<file path="config.mk">
export PLATFORM = sky130hd
export DESIGN_NAME = echo_ctrl
export DESIGN_NICKNAME = d
export VERILOG_FILES = /design/src/rtl/echo_pkg.sv /design/src/rtl/echo_ctrl_pulse_gen.sv /design/src/rtl/echo_ctrl.sv
export SDC_FILE = /design/constraint.sdc
export NUM_CORES = 1
export LEC_CHECK = 0
export ABC_AREA = 1
export ABC_CLOCK_PERIOD_IN_PS = 7100
export CORE_AREA = 5 5 115 63
export CTS_CLUSTER_SIZE = 24
export DETAILED_ROUTE_END_ITERATION = 12
export DIE_AREA = 0 0 120 68
export PLACE_DENSITY = 0.92
export SYNTH_ARGS = -nofsm -noshare
export SYNTH_HDL_FRONTEND = slang
export SYNTH_SLANG_ARGS = --single-unit
</file>
<file path="constraint.sdc">
create_clock -name sysclk -period 7.1 [get_ports sysclk]
set_clock_uncertainty 0.05 [all_clocks]
set_input_delay 1.42 -clock sysclk [delete_from_list [all_inputs] [get_ports sysclk]]
set_output_delay 1.42 -clock sysclk [all_outputs]
set_load 0.05 [all_outputs]
</file>
<file path="src/rtl/echo_pkg.sv">
// echo_pkg -- shared definitions for the echo delay-line controller.
//   state_t    : controller state encoding (IDLE=0, FILL=1, RUN=2, 3 unused)
//   ADDR_W_DEF : default delay-line RAM address width
//   PH_*       : cycle offsets of each strobe after an accepted sample tick
package echo_pkg;

  localparam int ADDR_W_DEF = 13;

  typedef enum logic [1:0] {
    ST_IDLE = 2'd0,
    ST_FILL = 2'd1,
    ST_RUN  = 2'd2
  } state_t;

  // Strobe offsets relative to the tick cycle T
  localparam int PH_RD  = 1;  // ram_re
  localparam int PH_LD  = 2;  // fb_load
  localparam int PH_WR  = 3;  // ram_we
  localparam int PH_OUT = 4;  // dac_strobe

endpackage

</file>
<file path="src/rtl/echo_ctrl_pulse_gen.sv">
// pulse_gen -- rising-edge detector for the ADC sample strobe.
//   sysclk : clock
//   rst    : asynchronous active-high reset
//   din    : level input (synchronous to sysclk)
//   pulse  : high for the one cycle in which din is high and was low last cycle
// The history register resets to 1 so that a level already high when reset
// is released is not mistaken for a fresh edge.
module pulse_gen (
  input  logic sysclk,
  input  logic rst,
  input  logic din,
  output logic pulse
);

  logic din_q;

  always_ff @(posedge sysclk or posedge rst) begin
    if (rst) din_q <= 1'b1;
    else     din_q <= din;
  end

  assign pulse = din & ~din_q;

endmodule

</file>
<file path="src/rtl/echo_ctrl.sv">
// echo_ctrl -- control sequencer for a single-tap echo delay line.
// For every accepted sample tick it issues read, feedback-load, write and DAC
// strobes on four consecutive cycles, and tracks the circular write pointer.
// FILL mutes feedback until dly_q fresh samples are in the line; RUN feeds back.
//   sysclk      : clock
//   rst         : asynchronous active-high reset
//   data_valid  : ADC sample strobe (level)
//   enable      : 1 = echo running, 0 = return to IDLE
//   delay_len   : echo delay in samples (0 treated as 1)
//   clr_ovr     : clears the sticky overrun flag
//   ram_re/ram_rdaddr, ram_we/ram_wraddr : delay-line RAM strobes and addresses
//   fb_load     : datapath captures RAM read data
//   fb_mute     : datapath forces the feedback term to zero
//   dac_strobe  : datapath registers the DAC output
//   state       : current state encoding
//   overrun     : sticky, a tick arrived while a sequence was in flight
module echo_ctrl
  import echo_pkg::*;
#(
  parameter int ADDR_W = ADDR_W_DEF
) (
  input  logic              sysclk,
  input  logic              rst,
  input  logic              data_valid,
  input  logic              enable,
  input  logic [ADDR_W-1:0] delay_len,
  input  logic              clr_ovr,
  output logic              ram_re,
  output logic [ADDR_W-1:0] ram_rdaddr,
  output logic              ram_we,
  output logic [ADDR_W-1:0] ram_wraddr,
  output logic              fb_load,
  output logic              fb_mute,
  output logic              dac_strobe,
  output logic [1:0]        state,
  output logic              overrun
);

  state_t              state_q, state_d;
  logic                relatch;
  logic                tick, busy, accept, drop, fill_done;
  logic [PH_OUT:PH_RD] seq_p;   // bit n high on cycle T+n of a sequence
  logic                mute_q;
  logic [ADDR_W-1:0]   wr_ptr, fill_cnt, dly_q, dly_clamp;
  logic                ovr_q;

  pulse_gen u_pulse_gen (
    .sysclk (sysclk),
    .rst    (rst),
    .din    (data_valid),
    .pulse  (tick)
  );

  assign dly_clamp = (delay_len == '0) ? {{(ADDR_W-1){1'b0}}, 1'b1} : delay_len;
  assign busy      = |seq_p;
  // A tick is only taken while enabled, since a disable pending on an idle
  // sequencer drops to IDLE on the next edge.
  assign accept    = tick & enable & ~busy &
                     ((state_q == ST_FILL) | (state_q == ST_RUN));
  assign drop      = tick & busy;
  // Only writes issued while filling count toward the fill; a muted-off write
  // still in flight from RUN when the delay changes does not.
  assign fill_done = seq_p[PH_WR] & mute_q & (fill_cnt == dly_q - 1'b1);

  always_comb begin
    state_d = state_q;
    relatch = 1'b0;
    fb_mute = busy ? mute_q : (state_q != ST_RUN);
    case (state_q)
      ST_IDLE: begin
        if (enable) begin
          state_d = ST_FILL;
          relatch = 1'b1;
        end
      end
      ST_FILL: begin
        if (!enable) begin
          if (!busy) state_d = ST_IDLE;
        end else if (fill_done) begin
          state_d = ST_RUN;
        end
      end
      ST_RUN: begin
        if (!enable) begin
          if (!busy) state_d = ST_IDLE;
        end else if (dly_clamp != dly_q) begin
          state_d = ST_FILL;
          relatch = 1'b1;
        end
      end
      default: state_d = ST_IDLE;
    endcase
  end

  always_ff @(posedge sysclk or posedge rst) begin
    if (rst) state_q <= ST_IDLE;
    else     state_q <= state_d;
  end

  always_ff @(posedge sysclk or posedge rst) begin
    if (rst) begin
      seq_p    <= '0;
      mute_q   <= 1'b1;
      wr_ptr   <= '0;
      fill_cnt <= '0;
      dly_q    <= {{(ADDR_W-1){1'b0}}, 1'b1};
      ovr_q    <= 1'b0;
    end else begin
      // tick (T) -> read (T+1) -> load (T+2) -> write (T+3) -> DAC (T+4)
      seq_p <= {seq_p[PH_OUT-1:PH_RD], accept};
      if (accept) mute_q <= (state_q != ST_RUN);
      if (seq_p[PH_WR]) wr_ptr <= wr_ptr + 1'b1;
      if (relatch) begin
        dly_q    <= dly_clamp;
        fill_cnt <= '0;
      end else if (seq_p[PH_WR] && mute_q) begin
        fill_cnt <= fill_cnt + 1'b1;
      end
      if (drop)         ovr_q <= 1'b1;
      else if (clr_ovr) ovr_q <= 1'b0;
    end
  end

  assign ram_re     = seq_p[PH_RD];
  assign fb_load    = seq_p[PH_LD];
  assign ram_we     = seq_p[PH_WR];
  assign dac_strobe = seq_p[PH_OUT];
  assign ram_rdaddr = wr_ptr - dly_q;
  assign ram_wraddr = wr_ptr;
  assign state      = state_q;
  assign overrun    = ovr_q;

endmodule

</file>
Yosys cells after proc, flatten, opt, wreduce, memory -nomap -nowiden

Index checks and enable logic that the tools add are counted.

Add/subtract/negate cells: 4
Equality and inequality tests: 8
Multiplexer cells: 17
Bitwise operators: 10
Reduce and logical (&&, ||, !) cells: 7

Operator list:

| kind                  | count |
|---|---|
| $mux 13               | 3 |
| $add 13x1->13 const B | 2 |
| $eq 13x13->1          | 1 |
| $logic_not 13->1      | 1 |
| $ne 13x13->1          | 1 |
| $sub 13x1->13 const B | 1 |
| $sub 13x13->13        | 1 |
| $mux 2                | 6 |
| $and 1x1->1           | 7 |
| $mux 1                | 6 |
| $pmux 2 s3            | 1 |
| $ne 2x2->1 const B    | 2 |
| $reduce_bool 2->1     | 2 |
| $reduce_or 4->1       | 1 |
| $ne 3x2->1 const B    | 1 |
| $ne 3x3->1 const B    | 1 |
| $reduce_and 3->1      | 1 |
| $eq 2x1->1 const B    | 1 |
| $eq 2x2->1 const B    | 1 |
| $logic_not 2->1       | 1 |
| $not 1->1             | 2 |
| $pmux 1 s2            | 1 |
| $logic_and 1x1->1     | 1 |
| $or 1x1->1            | 1 |

Register bits: 48
Input bits: 18
Output and inout port bits: 34
Logic and storage cells: 54

Logic depth before layout (Yosys ltp)

Gate-level depths: netlist of run 1.

Depth in word-level cells: 7
Mapped depth: 16
Gate-level depth less buffers: 16

By module

A second synthesis of run 1 with hierarchy kept.

Cells, all modules: 464
Area, all modules: 3487.1 sq um

By module, submodules not included:

| module    | instances | cells each | area each (sq um) | sequential area each (sq um) |
|---|---|---|---|---|
| echo_ctrl | 1         | 460        | 3447.1            | 1178.6 |
| pulse_gen | 1         | 4          | 40.0              | 26.3 |

Worst setup path after synthesis of run 1

Ideal clock, no wire load.

Path kind: flip-flop to output port
Start point: register wr_ptr[0], in the netlist ram_wraddr[0]
End point: output ram_rdaddr[10]
Arrival: 2784 ps
Data required time: 5630 ps
Setup slack: 2846 ps
Stages on the path, launching flop included: 9
Buffers on the path: 0
Path through: dfrtp_1 -> inv_1 -> ha_1 -> fa_1 -> nand3b_1 -> nand2_1 -> a21oi_1 -> o21ai_0 -> xor2_1

Cells in the longest elaborated chain, start to end: 1

Ends and longest elaborated chain:

| what                   | RTL line         | RTL |
|---|---|---|
| from (decl)            | echo_ctrl.sv:44  | `logic [ADDR_W-1:0] wr_ptr, fill_cnt, dly_q, dly_clamp;` |
| from (signal assigned) | echo_ctrl.sv:112 | `if (seq_p[PH_WR]) wr_ptr <= wr_ptr + 1'b1;` |
| $sub 13x13->13         | echo_ctrl.sv:128 | `assign ram_rdaddr = wr_ptr - dly_q;` |
| to (decl)              | echo_ctrl.sv:29  | `output logic [ADDR_W-1:0] ram_rdaddr,` |

No other way between the ends.

Worst setup path after layout of run 1

Start point: register wr_ptr[0], in the netlist ram_wraddr[0]
End point: output ram_rdaddr[12]

Same word-level chain as after synthesis.

==> results by group, run 1 <==
Outcome
  • Status: completed

Pwr
  • Power share of the combinational group: 64.2%
  • Switching power: 1.03 mW
  • Clock power share: 13.0%
  • Power Density: 455 mW/mm2
  • Int Power: 866 uW
  • Sequential power share: 22.8%
  • Sw Share: 54.3%
  • Leakage power: 2.06 nW
  • Max IR drop VDD: 0.370 mV

Layout
  • Area Overhead vs Synth: 19.9%
  • Antenna cells: 0
  • Layout cells sized above 1: 3.75%
  • Commonest non-fill, non-tap cell in the layout: nand2_1
  • Final #Nets: 570
  • Final Cell Area: 0.00417 mm2
  • Most frequent cells in the layout: nand2_1 (135), inv_1 (58), clkdlybuf4s50_1 (51)
  • Final core utilization: 66.4%

Place
  • Port bufs: 51
  • Cell Area, Placed: 0.00402 mm2
  • Final Wtd Congestion: 0.964
  • Post-DP HPWL: 7.36 mm
  • Place WS: 2.63 ns

STA
  • Worst-margin pin slew: 1.05 ns
  • Fin. Hold Viols: 0
  • Headroom to the max-slew limit: 29.9%
  • TNS Setup: 0 ns
  • Fin crit period: 4.83 ns
  • RSZ-0062 raised after global routing: false
  • Final Slew Violations: 0
  • Count of final setup violators: 0
  • Fin crit share: 68.0%
  • Worst hold margin: 0.360 ns
  • Max Freq: 207 MHz
  • Final setup margin: 2.27 ns

Critical path
  • Most frequent cell on the critical path: nand2_1
  • RR Startpoint: dly_q[1]
  • Crit path launch type: flop
  • Depth of the worst register-to-register path: 15
  • Critical Path RT: 5.63 ns
  • Critical path, cell by cell: inv_1, ha_1, fa_1, nand3b_1, nand2_1, a21oi_1, o21ai_0, nand2_1, nand2_1, a21oi_1, inv_1, nand2_1, nand2_1, clkdlybuf4s50_1
  • WP buf/inv: 3
  • R2R Setup Slk: 4.65 ns
  • CP max FO: 4
  • Reg2reg end: state[1]
  • Max stage delay on crit path: 0.79 ns
  • Crit path from: ram_wraddr[0]
  • CP top delay family: buffers and inverters
  • CP endpoint kind: primary output
  • Slowest-stage cell, CP: clkdlybuf4s50_1
  • CP Data Arrival Time: 3.36 ns
  • CP Class: reg2out

Logic synthesis
  • Post-synth top area cell: dfrtp_1
  • Synth Instances: 481
  • Yosys cell types: 30
  • Seq/Total Area, Yosys: 34.7%
  • Syn nets: 519
  • Yosys warnings: 0
  • Post-synthesis compound-gate area fraction: 7.63%
  • Ranking of synthesized cells by area: dfrtp_1 (32%), nand2_1 (15%), xor2_1 (8.3%)
  • Number of synthesized flops with an enable pin: 0
  • Yosys top cell area share: 32.4%
  • Post-Synth Adder-Cell Area: 7.42%
  • Mux share of post-synthesis cell area: 0%
  • Main flop type after synthesis: dfrtp_1
  • Combinational family with the most area after synthesis: simple AND/OR/NAND/NOR gates
  • Post-synthesis register bit count: 48
  • Async set or reset register ratio after synthesis: 100%
  • Syn_area_per_cell: 7.23 um2
  • Post-synthesis simple-gate area fraction: 30.1%
  • Post-synthesis xor/xnor area fraction: 11.6%
  • Synth Cell Area: 0.00348 mm2

CTS
  • Clock root cell: clkbuf_16
  • Total CTS buffers: 5
  • Num Clock Sinks: 48
  • CTS clk-pin slew, worst paths: 0.07 ns
  • Post-CTS Setup Bufs: 0
  • Post-CTS resize count: 0
  • CTS tree: done
  • Post-cts hold buffer count: 0
  • Clk_lat worst skew: 0.30 ns
  • CTS Buffer Depth: 2
  • H-tree depth reported by CTS: 2

Detailed routing
  • Post-route ant nets: 0
  • Drt drc: 0
  • Post-DR vias/cell: 5.58
  • Total wire length: 9.63 mm
  • DRT Pass-1 Iters: 6
  • Routed wire per std cell: 15.7 um
  • DR iter-0 viols: 324
  • Vias: 3423

GRT
  • Largest net degree at the start of global routing: 49
  • First-pass GRT wire length: 15.8 mm
  • Total GRT Usage: 25.2%
  • Initial antenna violation count: 0
  • Vias in the first global route: 3224
  • Total gr overflow: 0

Floorplan
  • Core box area: 0.00628 mm2
  • Effective utilization at floorplan: 55.3%
  • Placement row count: 21
  • DIE AREA: 0.00816 mm2
  • Die X-Extent: 120 um
  • Io pins: 52
  • Die height: 68 um

Worst hold path
  • Hold path depth: 0
  • Tightest Hold Check Type: reg2reg
  • Hold endpoint: seq_p[3]
  • Min-delay src: seq_p[2]

Flow run
  • Max Cap Viol: 0
routing by layer:
metal	vias up	GRT usage (%)	wire, um
li1	1636	-	-
met1	1583	34.5	4540
met2	185	37.9	3960
met3	19	9.50	988
met4	0	6.13	144
met5	-	0	0
synthesized netlist by cell type (all sizes together) (2+ instances only):
cell type,instances
nand2,137
inv,61
nor2,48
dfrtp,45
nand3,42
xor2,33
o21ai,25
ha,19
a21oi,18
xnor2,13
nor3,9
buf,6
nand4,5
nand3b,4
dfstp,3
o22ai,3
a21o,2
a31oi,2
nor4,2
final cells by class:
type	instances	area [um2]
Multi-Input combinational cell	364	1970
Tap cell	80	100
Timing Repair Buffer	51	510
Clock inverter	3	23.8
Inverter	62	233
Clock buffer	5	125
Fill cell	537	2110
Sequential cell	48	1200
logic make-up after synthesis:
logic type / Yosys count
flip-flops: 48
AND/OR/NAND/NOR: 248
AO/OA/AOI/OAI: 50
XOR/XNOR: 46
buffers and inverters: 69
adder cells (fa/ha/maj): 20
metrics by stage:
stage          total power [mW]  std cells
5_1_grt                    2.02        613
6_report                   1.89        613
4_1_cts                    1.88        613
2_1_floorplan              1.30        481
3_5_place_dp               1.63        605
3_3_place_gp               1.59        605
how the worst max path moves through the flow:
stage / slack (ns) / cells after the start / endpoint
floorplan: 2.85 / 8 / ram_rdaddr[10]
global placement: 2.71 / 14 / ram_rdaddr[12]
detailed placement: 2.63 / 14 / ram_rdaddr[12]
CTS: 2.29 / 14 / ram_rdaddr[12]
global route: 2.11 / 14 / ram_rdaddr[12]
finish: 2.27 / 14 / ram_rdaddr[12]
power groups by stage:
stage               clock network [mW]  logic, mW  registers [mW]
floorplan                            0      0.831           0.466
global placement                     0       1.17           0.425
detailed placement                   0       1.20           0.432
CTS                              0.249       1.20           0.428
global route                     0.265       1.31           0.441
finish                           0.247       1.22           0.432
flip-flops by register name (all words and copies together) (netlist names):
signal             count
seq_p                  4
fill_cnt              13
dly_q                 13
overrun                1
u_pulse_gen.din_q      1
mute_q                 1
ram_wraddr            13
state                  2
Power figures use the tool's default switching activity.
==> inputs of run 2 (changes only) <==
- ABC_CLOCK_PERIOD_IN_PS: 7100 -> 4070
- CORE_AREA: 5 5 115 63 -> 5 5 124 67
- DIE_AREA: 0 0 120 68 -> 0 0 129 72
- PLACE_DENSITY: 0.92 -> 0.85
- clock period: 7.1 -> 4.07 ns (I/O delays scaled with it)
==> results by group, run 2 (synthesis gave the netlist of run 1 again) <==
Pwr
  • Sequential power share: 23.0% (was 22.8%)
  • Power Density: 787 mW/mm2 (was 455 mW/mm2)
  • Switching power: 1.79 mW (was 1.03 mW)
  • Int Power: 1.51 mW (was 866 uW)
  • Power share of the combinational group: 64.2% (about the same)
  • Leakage power: 2.07 nW (was 2.06 nW)
  • Sw Share: 54.3% (about the same)
  • Clock power share: 12.8% (was 13.0%)
  • Max IR drop VDD: 0.574 mV (was 0.370 mV)

CTS
  • Num Clock Sinks: 48 (unchanged)
  • CTS Buffer Depth: 2 (unchanged)
  • CTS clk-pin slew, worst paths: 0.07 ns (about the same)
  • Post-CTS Setup Bufs: 0 (unchanged)
  • Clk_lat worst skew: 0.30 ns (about the same)
  • H-tree depth reported by CTS: 2 (unchanged)
  • Total CTS buffers: 5 (unchanged)
  • Clock root cell: clkbuf_16 (unchanged)
  • CTS tree: done (unchanged)

Critical path
  • Critical path, cell by cell: inv_1, ha_1, fa_1, nand3b_1, nand2_1, a21oi_1, xnor2_1, clkdlybuf4s50_1 (was inv_1, ha_1, fa_1, nand3b_1, nand2_1, a21oi_1, o21ai_0, nand2_1, nand2_1, a21oi_1, inv_1, nand2_1, nand2_1, clkdlybuf4s50_1)
  • Crit path launch type: flop (unchanged)
  • CP Data Arrival Time: 2.98 ns (was 3.36 ns)
  • Critical Path RT: 3.21 ns (was 5.63 ns)
  • CP endpoint kind: primary output (unchanged)
  • Max stage delay on crit path: 0.85 ns (was 0.79 ns)
  • CP max FO: 4 (unchanged)
  • Slowest-stage cell, CP: clkdlybuf4s50_1 (unchanged)
  • CP Class: reg2out (unchanged)

GRT
  • Total GRT Usage: 21.2% (was 25.2%)
  • Total gr overflow: 0 (unchanged)
  • Largest net degree at the start of global routing: 49 (unchanged)
  • Vias in the first global route: 3115 (was 3224)
  • First-pass GRT wire length: 15.8 mm (about the same)
  • Initial antenna violation count: 0 (unchanged)

Place
  • Cell Area, Placed: 0.00403 mm2 (was 0.00402 mm2)
  • Post-DP HPWL: 7.37 mm (was 7.36 mm)
  • Place WS: 0.418 ns (was 2.63 ns)
  • Final Wtd Congestion: 0.936 (was 0.964)
  • Port bufs: 51 (unchanged)

Outcome
  • Status: completed (unchanged)

Detailed routing
  • Post-DR vias/cell: 5.36 (was 5.58)
  • DRT Pass-1 Iters: 6 (unchanged)
  • Post-route ant nets: 0 (unchanged)
  • DR iter-0 viols: 299 (was 324)
  • Routed wire per std cell: 15.1 um (was 15.7 um)
  • Drt drc: 0 (unchanged)
  • Vias: 3374 (was 3423)
  • Total wire length: 9.51 mm (was 9.63 mm)

STA
  • RSZ-0062 raised after global routing: false (unchanged)
  • Worst-margin pin slew: 1.03 ns (was 1.05 ns)
  • Count of final setup violators: 0 (unchanged)
  • Max Freq: 260 MHz
  • Fin. Hold Viols: 0 (unchanged)
  • Fin crit period: 3.84 ns
  • Final setup margin: 0.226 ns (was 2.27 ns)
  • Final Slew Violations: 0 (unchanged)
  • Headroom to the max-slew limit: 31.2% (was 29.9%)
  • TNS Setup: 0 ns (unchanged)
  • Fin crit share: 94.5%

Floorplan
  • Effective utilization at floorplan: 48.9% (was 55.3%)
  • Io pins: 52 (unchanged)
  • Die X-Extent: 129 um (was 120 um)
  • DIE AREA: 0.00929 mm2 (was 0.00816 mm2)
  • Die height: 72 um (was 68 um)
  • Placement row count: 22 (was 21)
  • Core box area: 0.00710 mm2 (was 0.00628 mm2)

Layout
  • Final #Nets: 570 (unchanged)
  • Area Overhead vs Synth: 20.4% (was 19.9%)
  • Most frequent cells in the layout: nand2_1 (135), inv_1 (58), clkdlybuf4s50_1 (48) (was nand2_1 (135), inv_1 (58), clkdlybuf4s50_1 (51))
  • Commonest non-fill, non-tap cell in the layout: nand2_1 (unchanged)
  • Final Cell Area: 0.00419 mm2 (was 0.00417 mm2)
  • Antenna cells: 0 (unchanged)
  • Final core utilization: 58.9% (was 66.4%)
  • Layout cells sized above 1: 4.13% (was 3.75%)

Flow run
  • Max Cap Viol: 0 (unchanged)

Worst hold path
  • Tightest Hold Check Type: reg2reg (unchanged)
-- run 2: area by class of cell --
type                            instances  area, um2
Timing Repair Buffer                   51        508
Multi-Input combinational cell        364       1970
Tap cell                               96        120
Fill cell                             647       2920
Clock inverter                          3       23.8
Sequential cell                        48       1200
Clock buffer                            5        125
Inverter                               62        233
-- run 2: power by group through the flow --
| stage | Sequential, mW | Combinational [mW] | Clock (mW) |
|---|---|---|---|
| global route | 0.776 | 2.27 | 0.453 |
| finish | 0.758 | 2.12 | 0.421 |
| CTS | 0.752 | 2.10 | 0.429 |
| floorplan | 0.813 | 1.45 | 0 |
| global placement | 0.746 | 2.04 | 0 |
| detailed placement | 0.757 | 2.09 | 0 |
-- run 2: worst max-delay path: cells and delay by family (launching register included) --
kind | cells | cell delay [ns]
adder cells (fa/ha/maj) | 2 | 0.67
XOR/XNOR | 1 | 0.21
AND/OR/NAND/NOR | 2 | 0.32
flip-flops | 1 | 0.42
AO/OA/AOI/OAI | 1 | 0.14
buffers and inverters | 2 | 0.93
-- run 2: what timing repair did --
item | CTS | global route
setup endpoints to repair | 0 | 1
resized for setup | 0 | 1
hold buffers | 0 | 0
-- run 2: path summary, 6_finish.rpt --
| check | cells past startpoint | slack [ns] | from | end |
|---|---|---|---|---|
| max in group asynchronous | 2 | 2.29 | rst | fill_cnt[11] |
| min reg2reg | 0 | 0.37 | seq_p[2] | seq_p[3] |
| max reg2reg | 15 | 1.60 | dly_q[0] | state[1] |
| max | 8 | 0.23 | ram_wraddr[0] | ram_rdaddr[8] |
| min | 0 | 0.37 | seq_p[2] | seq_p[3] |
| min in group asynchronous | 2 | 1.04 | rst | seq_p[2] |
-- run 2: metrics by stage --
step | instances | hold WS (ns) | total power, mW
2_1_floorplan | 481 | 0.429 | 2.26
3_3_place_gp | 621 | 0.331 | 2.79
3_5_place_dp | 621 | 0.346 | 2.85
4_1_cts | 629 | 0.365 | 3.28
5_1_grt | 629 | 0.389 | 3.49
6_report | 629 | 0.373 | 3.30
-- run 2: layer usage --
metal / up-vias / track usage (%) / routed length [um]
met3: 7 / 5.51 / 961
met1: 1572 / 32.7 / 4670
li1: 1629 / - / -
met2: 166 / 30.1 / 3810
met4: 0 / 3.84 / 70
met5: - / 0 / 0
==> inputs of run 3 (changes only) <==
- CORE_AREA: 5 5 124 67 -> 3 3 122 65
- DIE_AREA: 0 0 129 72 -> 0 0 125 68
==> results by group, run 3 (synthesis gave the netlist of run 1 again) <==
STA
  • Headroom to the max-slew limit: 33.9% (was 31.2%)
  • Final Slew Violations: 0 (unchanged)
  • Max Freq: 265 MHz (was 260 MHz)
  • Worst hold margin: 0.362 ns (was 0.373 ns)
  • Fin crit share: 92.8% (was 94.5%)
  • RSZ-0062 raised after global routing: false (unchanged)
  • TNS Setup: 0 ns (unchanged)
  • Worst-margin pin slew: 0.990 ns (was 1.03 ns)
  • Fin. Hold Viols: 0 (unchanged)
  • Fin crit period: 3.78 ns (was 3.84 ns)
  • Count of final setup violators: 0 (unchanged)

Layout
  • Area Overhead vs Synth: 20.8% (was 20.4%)
  • Final core utilization: 62.0% (was 58.9%)
  • Most frequent cells in the layout: nand2_1 (135), inv_1 (58), clkdlybuf4s50_1 (48) (unchanged)
  • Layout cells sized above 1: 3.75% (was 4.13%)
  • Antenna cells: 0 (unchanged)
  • Commonest non-fill, non-tap cell in the layout: nand2_1 (unchanged)
  • Final #Nets: 570 (unchanged)

Pwr
  • Leakage power: 2.09 nW (was 2.07 nW)
  • Max IR drop VDD: 0.306 mV (was 0.574 mV)
  • Power Density: 791 mW/mm2 (was 787 mW/mm2)

CTS
  • Num Clock Sinks: 48 (unchanged)
  • CTS clk-pin slew, worst paths: 0.06 ns (was 0.07 ns)
  • Total CTS buffers: 5 (unchanged)
  • Post-cts hold buffer count: 0 (unchanged)
  • H-tree depth reported by CTS: 2 (unchanged)
  • Clk_lat worst skew: 0.29 ns (was 0.30 ns)
  • CTS Buffer Depth: 2 (unchanged)
  • CTS tree: done (unchanged)
  • Clock root cell: clkbuf_16 (unchanged)

Detailed routing
  • DR iter-0 viols: 341 (was 299)
  • Drt drc: 0 (unchanged)
  • Routed wire per std cell: 13.5 um (was 15.1 um)
  • DRT Pass-1 Iters: 5 (was 6)
  • Post-DR vias/cell: 5.25 (was 5.36)
  • Vias: 3281 (was 3374)
  • Total wire length: 8.44 mm (was 9.51 mm)
  • Post-route ant nets: 0 (unchanged)

Place
  • Post-DP HPWL: 6.44 mm (was 7.37 mm)
  • Final Wtd Congestion: 0.922 (was 0.936)
  • Port bufs: 51 (unchanged)

Floorplan
  • Effective utilization at floorplan: 51.3% (was 48.9%)
  • Die height: 68 um (was 72 um)
  • DIE AREA: 0.00850 mm2 (was 0.00929 mm2)
  • Core box area: 0.00678 mm2 (was 0.00710 mm2)
  • Die X-Extent: 125 um (was 129 um)
  • Io pins: 52 (unchanged)
  • Placement row count: 21 (was 22)

Critical path
  • Reg2reg end: state[1] (unchanged)
  • Crit path launch type: flop (unchanged)
  • Critical path, cell by cell: inv_1, ha_1, fa_1, nand3b_1, nand2_1, a21o_1, a21oi_1, xnor2_1, clkdlybuf4s50_1 (was inv_1, ha_1, fa_1, nand3b_1, nand2_1, a21oi_1, xnor2_1, clkdlybuf4s50_1)
  • Slowest-stage cell, CP: clkdlybuf4s50_1 (unchanged)
  • CP endpoint kind: primary output (unchanged)
  • CP Data Arrival Time: 2.91 ns (was 2.98 ns)
  • R2R Setup Slk: 1.70 ns (was 1.60 ns)
  • CP Class: reg2out (unchanged)
  • CP top delay family: buffers and inverters (unchanged)
  • Max stage delay on crit path: 0.82 ns (was 0.85 ns)
  • Critical Path RT: 3.21 ns (about the same)
  • WP buf/inv: 2 (unchanged)
  • CP max FO: 4 (unchanged)
  • RR Startpoint: dly_q[1] (was dly_q[0])
  • Depth of the worst register-to-register path: 15 (unchanged)

Worst hold path
  • Hold path depth: 0 (unchanged)
  • Min-delay src: seq_p[1] (was seq_p[2])
  • Tightest Hold Check Type: reg2reg (unchanged)
  • Hold endpoint: seq_p[2] (was seq_p[3])

GRT
  • Total GRT Usage: 20.6% (was 21.2%)
  • Total gr overflow: 0 (unchanged)
  • First-pass GRT wire length: 14.1 mm (was 15.8 mm)
  • Initial antenna violation count: 0 (unchanged)
  • Vias in the first global route: 3068 (was 3115)
  • Largest net degree at the start of global routing: 49 (unchanged)

Flow run
  • Max Cap Viol: 0 (unchanged)

Outcome
  • Status: completed (unchanged)
run 3: changes by cell type in the layout (fill, tap and decap cells not counted):
cell            delta
clkbuf_1           +1
dlymetal6s2s_1     +1
clkinvlp_4         -2
bufinv_16          +1
clkinv_2           +1
clkinv_4           -1
buf_4              -1
run 3: power by group:
part	internal [mW]	switching [mW]
registers	0.588	0.163
logic	0.693	1.41
clock network	0.289	0.175
run 3: stage by stage:
stage | setup WS, ns | cell area, um2 | total power [mW] | cells
floorplan | 0.422 | 3480 | 2.26 | 481
global placement | 0.459 | 4030 | 2.80 | 617
detailed placement | 0.365 | 4030 | 2.83 | 617
CTS | 0.0623 | 4200 | 3.31 | 625
global route | 0.119 | 4200 | 3.53 | 625
finish | 0.293 | 4200 | 3.32 | 625
run 3: worst max-delay path by stage:
stage                          end  slack, ns          start  cells past startpoint
CTS                 ram_rdaddr[10]       0.06  ram_wraddr[0]                      9
floorplan           ram_rdaddr[10]       0.42  ram_wraddr[0]                      8
finish               ram_rdaddr[6]       0.29  ram_wraddr[0]                      9
global route         ram_rdaddr[7]       0.12       dly_q[4]                      8
global placement    ram_rdaddr[10]       0.46  ram_wraddr[0]                      9
detailed placement  ram_rdaddr[10]       0.37  ram_wraddr[0]                      9
run 3: routing by layer:
layer	vias up	track usage, %	wire [um]
met4	0	7.03	133
met1	1528	27.5	3910
li1	1633	-	-
met2	106	34.9	3880
met5	-	0	0
met3	14	3.27	517
run 3: final cells by class:
type	instances	area, um2
Sequential cell	48	1200
Fill cell	582	2580
Tap cell	92	115
Clock buffer	6	129
Timing Repair Buffer	51	513
Multi-Input combinational cell	364	1970
Inverter	62	233
Clock inverter	2	35.0
run 3: what timing repair did:
action / in CTS / in global routing
resized for setup: 0 / 2
endpoints found under the setup margin: 0 / 2
buffers inserted: 0 / 0
endpoints found under the hold margin: 0 / 0
run 3: worst reg2reg max path, stage by stage, from the launching register on:
cell and delay [ns]:
dfrtp_1 0.45, inv_1 0.13, ha_1 0.29, nand2_1 0.15, nor2_1 0.23, nand3_1 0.15
nand3_1 0.10, nand2_1 0.06, nor2_1 0.08, nand2_1 0.07, nor2_1 0.11, nand3_1 0.11
nand2_1 0.11, nand2_1 0.07, nand2_1 0.06, nand2_1 0.05
